<file path="src/rtl/cv32e40p_pkg.sv">
// Shared definitions for the fault-tolerant ALU cluster: replica count,
// reconfiguration FSM states and the spare-to-selection mapping.
package cv32e40p_pkg;

    localparam int ALU_FT_N_REPLICAS = 4;

    typedef enum logic [1:0] {
        IDLE,
        WAKE,
        SWAP
    } alu_ft_reconfig_state_e;

    typedef struct packed {
        logic [ALU_FT_N_REPLICAS-2:0] sel;
        logic [ALU_FT_N_REPLICAS-1:0] clock_en;
    } alu_ft_sel_t;

    // The spare replica is excluded from voting and has its input pipe gated.
    function automatic alu_ft_sel_t alu_ft_spare_to_sel(input logic [1:0] spare);
        alu_ft_sel_t res;
        case (spare)
            2'd0:    begin res.sel = 3'b110; res.clock_en = 4'b1110; end
            2'd1:    begin res.sel = 3'b101; res.clock_en = 4'b1101; end
            2'd2:    begin res.sel = 3'b011; res.clock_en = 4'b1011; end
            default: begin res.sel = 3'b111; res.clock_en = 4'b0111; end
        endcase
        return res;
    endfunction

endpackage

</file>
<file path="src/rtl/cv32e40p_alu_ft_reconfig.sv">
// Reconfiguration controller: swaps the spare ALU replica in for a faulty
// voting replica at an instruction boundary after a wake-up period.
module cv32e40p_alu_ft_reconfig
    import cv32e40p_pkg::*;
#(
    parameter int WAKE_CYCLES = 2
) (
    input  logic                         clk,
    input  logic                         rst,
    input  logic [ALU_FT_N_REPLICAS-1:0] perf_counter_permanent_faulty_alu_i,
    input  logic                         ex_ready_i,
    output logic [ALU_FT_N_REPLICAS-2:0] sel_mux_ex_o,
    output logic [ALU_FT_N_REPLICAS-1:0] clock_en_o,
    output logic [1:0]                   spare_id_o,
    output logic [ALU_FT_N_REPLICAS-1:0] faulty_alu_o,
    output logic                         reconfig_o,
    output logic                         degraded_o,
    output logic                         fatal_o
);

    localparam int CNT_W = (WAKE_CYCLES < 2) ? 1 : $clog2(WAKE_CYCLES + 1);
    localparam logic [CNT_W-1:0] CNT_LOAD = CNT_W'(WAKE_CYCLES - 1);

    alu_ft_reconfig_state_e       state_reg;
    logic [1:0]                   spare_reg;
    logic [1:0]                   target_reg;
    logic [CNT_W-1:0]             cnt_reg;
    logic [ALU_FT_N_REPLICAS-1:0] faulty_reg;
    logic [ALU_FT_N_REPLICAS-2:0] sel_reg;
    logic [ALU_FT_N_REPLICAS-1:0] clock_en_reg;
    logic                         reconfig_reg;
    logic                         degraded_reg;
    logic                         fatal_reg;

    logic [ALU_FT_N_REPLICAS-1:0] faulty_next;
    logic [ALU_FT_N_REPLICAS-1:0] active;
    logic [ALU_FT_N_REPLICAS-1:0] bad_act;
    logic [ALU_FT_N_REPLICAS-1:0] bad_act_next;
    logic [1:0]                   target_next;
    logic [2:0]                   bad_count;
    logic                         spare_failing;
    alu_ft_sel_t                  map_spare;
    alu_ft_sel_t                  map_target;

    assign faulty_next = faulty_reg | perf_counter_permanent_faulty_alu_i;

    genvar gi;
    generate
        for (gi = 0; gi < ALU_FT_N_REPLICAS; gi++) begin : g_active
            assign active[gi] = (spare_reg != 2'(gi));
        end
    endgenerate

    // Flags look at the registered mask; transitions include this cycle's triggers.
    assign bad_act       = faulty_reg & active;
    assign bad_act_next  = faulty_next & active;
    assign spare_failing = faulty_next[spare_reg];
    assign map_spare     = alu_ft_spare_to_sel(spare_reg);
    assign map_target    = alu_ft_spare_to_sel(target_reg);

    always_comb begin
        target_next = 2'd0;
        for (int i = ALU_FT_N_REPLICAS - 1; i >= 0; i--) begin
            if (bad_act_next[i]) target_next = 2'(i);
        end
    end

    always_comb begin
        bad_count = 3'd0;
        for (int i = 0; i < ALU_FT_N_REPLICAS; i++) begin
            bad_count = bad_count + 3'(bad_act[i]);
        end
    end

    always_ff @(posedge clk) begin
        if (rst) begin
            state_reg    <= IDLE;
            spare_reg    <= 2'd3;
            target_reg   <= 2'd0;
            cnt_reg      <= '0;
            faulty_reg   <= '0;
            sel_reg      <= 3'b111;
            clock_en_reg <= 4'b0111;
            reconfig_reg <= 1'b0;
            degraded_reg <= 1'b0;
            fatal_reg    <= 1'b0;
        end else begin
            faulty_reg   <= faulty_next;
            reconfig_reg <= 1'b0;
            degraded_reg <= (bad_act != '0) && faulty_reg[spare_reg];
            fatal_reg    <= (bad_count >= 3'd2);
            case (state_reg)
                IDLE: begin
                    if ((bad_act_next != '0) && !spare_failing) begin
                        target_reg   <= target_next;
                        cnt_reg      <= CNT_LOAD;
                        clock_en_reg <= 4'b1111;
                        state_reg    <= WAKE;
                    end
                end
                WAKE: begin
                    if (spare_failing) begin
                        clock_en_reg <= map_spare.clock_en;
                        state_reg    <= IDLE;
                    end else if (cnt_reg == '0) begin
                        state_reg <= SWAP;
                    end else begin
                        cnt_reg <= cnt_reg - CNT_W'(1);
                    end
                end
                SWAP: begin
                    if (spare_failing) begin
                        clock_en_reg <= map_spare.clock_en;
                        state_reg    <= IDLE;
                    end else if (ex_ready_i) begin
                        spare_reg    <= target_reg;
                        sel_reg      <= map_target.sel;
                        clock_en_reg <= map_target.clock_en;
                        reconfig_reg <= 1'b1;
                        state_reg    <= IDLE;
                    end
                end
                default: state_reg <= IDLE;
            endcase
        end
    end

    assign sel_mux_ex_o = sel_reg;
    assign clock_en_o   = clock_en_reg;
    assign spare_id_o   = spare_reg;
    assign faulty_alu_o = faulty_reg;
    assign reconfig_o   = reconfig_reg;
    assign degraded_o   = degraded_reg;
    assign fatal_o      = fatal_reg;

endmodule
</file>
<file path="config.mk">
export PLATFORM = sky130hd
export DESIGN_NAME = cv32e40p_alu_ft_reconfig
export DESIGN_NICKNAME = d
export VERILOG_FILES = /design/src/rtl/cv32e40p_pkg.sv /design/src/rtl/cv32e40p_alu_ft_reconfig.sv
export SDC_FILE = /design/constraint.sdc
export NUM_CORES = 1
export LEC_CHECK = 0
export ABC_AREA = 1
export CELL_PAD_IN_SITES_DETAIL_PLACEMENT = 1
export CELL_PAD_IN_SITES_GLOBAL_PLACEMENT = 1
export CORE_UTILIZATION = 37
export CTS_CLUSTER_DIAMETER = 200
export DETAILED_ROUTE_END_ITERATION = 6
export PLACE_DENSITY_LB_ADDON = 0.1
export SLEW_MARGIN = 20
export SYNTH_ARGS = -nofsm -noshare
export SYNTH_HDL_FRONTEND = slang
export SYNTH_SLANG_ARGS = --single-unit
</file>
<file path="constraint.sdc">
create_clock -name clk -period 1.7 [get_ports clk]
set_clock_uncertainty 0.1 [all_clocks]
set_input_delay 0.17 -clock clk [delete_from_list [all_inputs] [get_ports clk]]
set_output_delay 0.17 -clock clk [all_outputs]
set_load 0.02 [all_outputs]
</file>
==> results.cfg <==
[power]
p_sw_share_pct = 46.30
seqPwrFrac_pct = 30.7
intPower_w = 0.001238
p_leak_nw = 0.8483
power.share.clock_pct = 11.3
power_w = 0.002305
p_comb_share_pct = 58.0
powerDensity_nw_per_um2 = 1282
power.switching_w = 0.001068
irDropWorstVdd_mv = 0.5947

[synthesis]
syn_inst = 187
synth.distinct_cells = 31
synth_fa_ha_area_share_pct = 7.083
yosys_warnings = 0
syn_avg_cell_area_um2 = 7.179
synth-async-reset-ratio_pct = 0
syn_area_um2 = 1343
syn-num-nets = 201
synth_top_family_by_area = simple AND/OR/NAND/NOR gates
synthSimpleGateAreaFrac_pct = 36.63
synth_ff_type = dfxtp_1
muxShareOfSynthArea_pct = 0
ys_seq_area_share_pct = 32.81
synth_xor_area_share_pct = 0
synth_compound_area_share_pct = 11.65
synth_edf_count = 0
synth_seq_cells = 22

[run]
maxCapViolations = 0

[sta]
fin_hold_ws_ns = 0.3592
setup_viol = 0
maxClockFrequency_ghz = 0.5995
fin_ws_ns = 0.03189
slew_headroom_pct = 78.97
finalHoldViolations = 0
fin_crit_ns = 1.668
finalCritPeriodShare_pct = 98.12
tightest_slew_ns = 0.3154
rsz0062_at_grt = yes
report.final.slew_viol_count = 0

[grt]
grt_util_met3_pct = 2.206
top_usage_layer = met2
grt_pass1_vias = 1427
grt_max_degree = 12
grtUsageMet2_pct = 37.23
met1_usage_pct = 25.59
track_usage_pct = 20.81
grt_pass1_wl_mm = 6.417
overflow = 0
antenna_found_initial = 0

[worst_setup_path]
cpPeakStageDelay_ns = 0.64
path_cells = clkdlybuf4s50_1
start_kind = flop
crit_buf_inv = 1
crit_fanout = 5
critPathKind = reg2out
critPathSlowestCell = clkdlybuf4s50_1
endpoint_kind = primary output
crit_arrival_ns = 1.40
cp.required_ns = 1.43
crit_family = buffers and inverters

[placement]
place_ws_ns = -0.1670
hpwl_mm = 2.839
gp_congestion = 0.8341
io_buffers = 22
dpl_cell_area_um2 = 1718

[cells_and_area]
stdcell_area_um2 = 1798
area_growth_pct = 33.92
diodes = 0
drive_gt1_share_pct = 23.89
final_net_count = 242

[floorplanning]
fp.dieW_um = 62.24
die_h_um = 62.24
initial_utilization_pct = 39.30
io_pins = 23
row_count = 21
dieArea_um2 = 3873
core_um2 = 3416

[routing]
drc = 0
wl_per_cell_um = 13.74
drt_iter0_drc = 37
detail_route.vias_per_cell = 4.816
ant_nets = 0
num_vias = 1310
drt-total-wl_mm = 3.738
firstDrtPassIters = 4

[clock_network]
postCtsHoldBufs = 0
cts_sinks = 22
cts_buffers = 3
clk_path_buf_depth = 2
cts-root-buf = clkbuf_4
cts_tree = done
path_clk_slew_ns = 0.13
htree_levels = 1
clk_latency_ns = 0.32

[hold_path]
hold_path.class = in2reg

[status]
status = completed
[power groups by stage]
stage               combinational [W]  sequential, W  clock (W)
global route                  0.00150       0.000722   0.000276
finish                        0.00134       0.000708   0.000260
floorplan                    0.000833       0.000766          0
global placement              0.00122       0.000707          0
CTS                           0.00129       0.000706   0.000262
detailed placement            0.00128       0.000718          0
[cell type report]
class / instances / area, um2
flip-flops and latches: 22 / 447.9
well taps: 46 / 57.56
clock buffers: 3 / 22.52
repair buffers: 39 / 346.6
inverters: 34 / 127.6
fillers: 447 / 1618
multi-input cells: 128 / 795.8
[synthesized netlist by cell type (all sizes together), types with 2 or more instances]
cell | count | area share (%)
dfxtp | 22 | 33
ha | 6 | 5.6
nor2 | 30 | 10
o21ai | 8 | 3.3
buf | 3 | 2.0
nand3 | 17 | 8.4
inv | 34 | 9.5
nand2 | 43 | 16
o211ai | 2 | 1.1
a21oi | 13 | 5.7
nor3 | 2 | 1.1
[per-layer routing]
layer	wire length [um]	vias up
li1	-	666
met1	1725	623
met2	1856	16
met3	98	5
met4	57	0
met5	0	-
[path summary, 6_finish.rpt]
path,start,end,slack [ns],cells after the start
min,perf_counter_permanent_faulty_alu_i[3],faulty_alu_o[3],0.36,3
min reg2reg,sel_mux_ex_o[1],sel_mux_ex_o[1],0.37,2
max reg2reg,spare_id_o[0],fatal_o,0.08,8
max,faulty_alu_o[0],faulty_alu_o[0],0.03,1
[metrics by stage]
stage                     cells   TNS, ns  util, %
after CTS                   271         0    50.95
after floorplan             187         0        -
after global placement      268    -1.239    50.29
final                       272         0    52.64
after detailed placement    268    -1.972    50.29
after global routing        272  -0.05378    52.64
[cells by family after synthesis]
family | count (synthesis)
AND/OR/NAND/NOR | 94
buffers and inverters | 38
AO/OA/AOI/OAI | 26
flip-flops | 22
adder cells (fa/ha/maj) | 7
[timing repair]
item | 4_1_cts | 5_1_grt
gates resized for setup | 2 | 13
pin swaps | 0 | 1
buffers inserted | 0 | 0
gates cloned | 0 | 1
endpoints found under the setup margin | 3 | 18
[layout by cell type (no fill, tap or decap), drive strengths merged]
| master | Yosys | layout |
|---|---|---|
| nand2 | 43 | 43 |
| inv | 34 | 34 |
| nor2 | 30 | 31 |
| dfxtp | 22 | 22 |
| clkdlybuf4s50 | 0 | 21 |
| buf | 3 | 17 |
| nand3 | 17 | 17 |
| a21oi | 13 | 13 |
| o21ai | 8 | 8 |
| ha | 6 | 6 |
| clkbuf | 1 | 3 |
| o211ai | 2 | 2 |
| nor3 | 2 | 2 |
| nand3b | 1 | 1 |
| a31oi | 1 | 1 |
| or2 | 1 | 1 |
| o22ai | 1 | 1 |
| a221oi | 1 | 1 |
| fa | 1 | 1 |
| dlygate4sd2 | 0 | 1 |
Note: power is estimated with default switching activity, not from simulation.
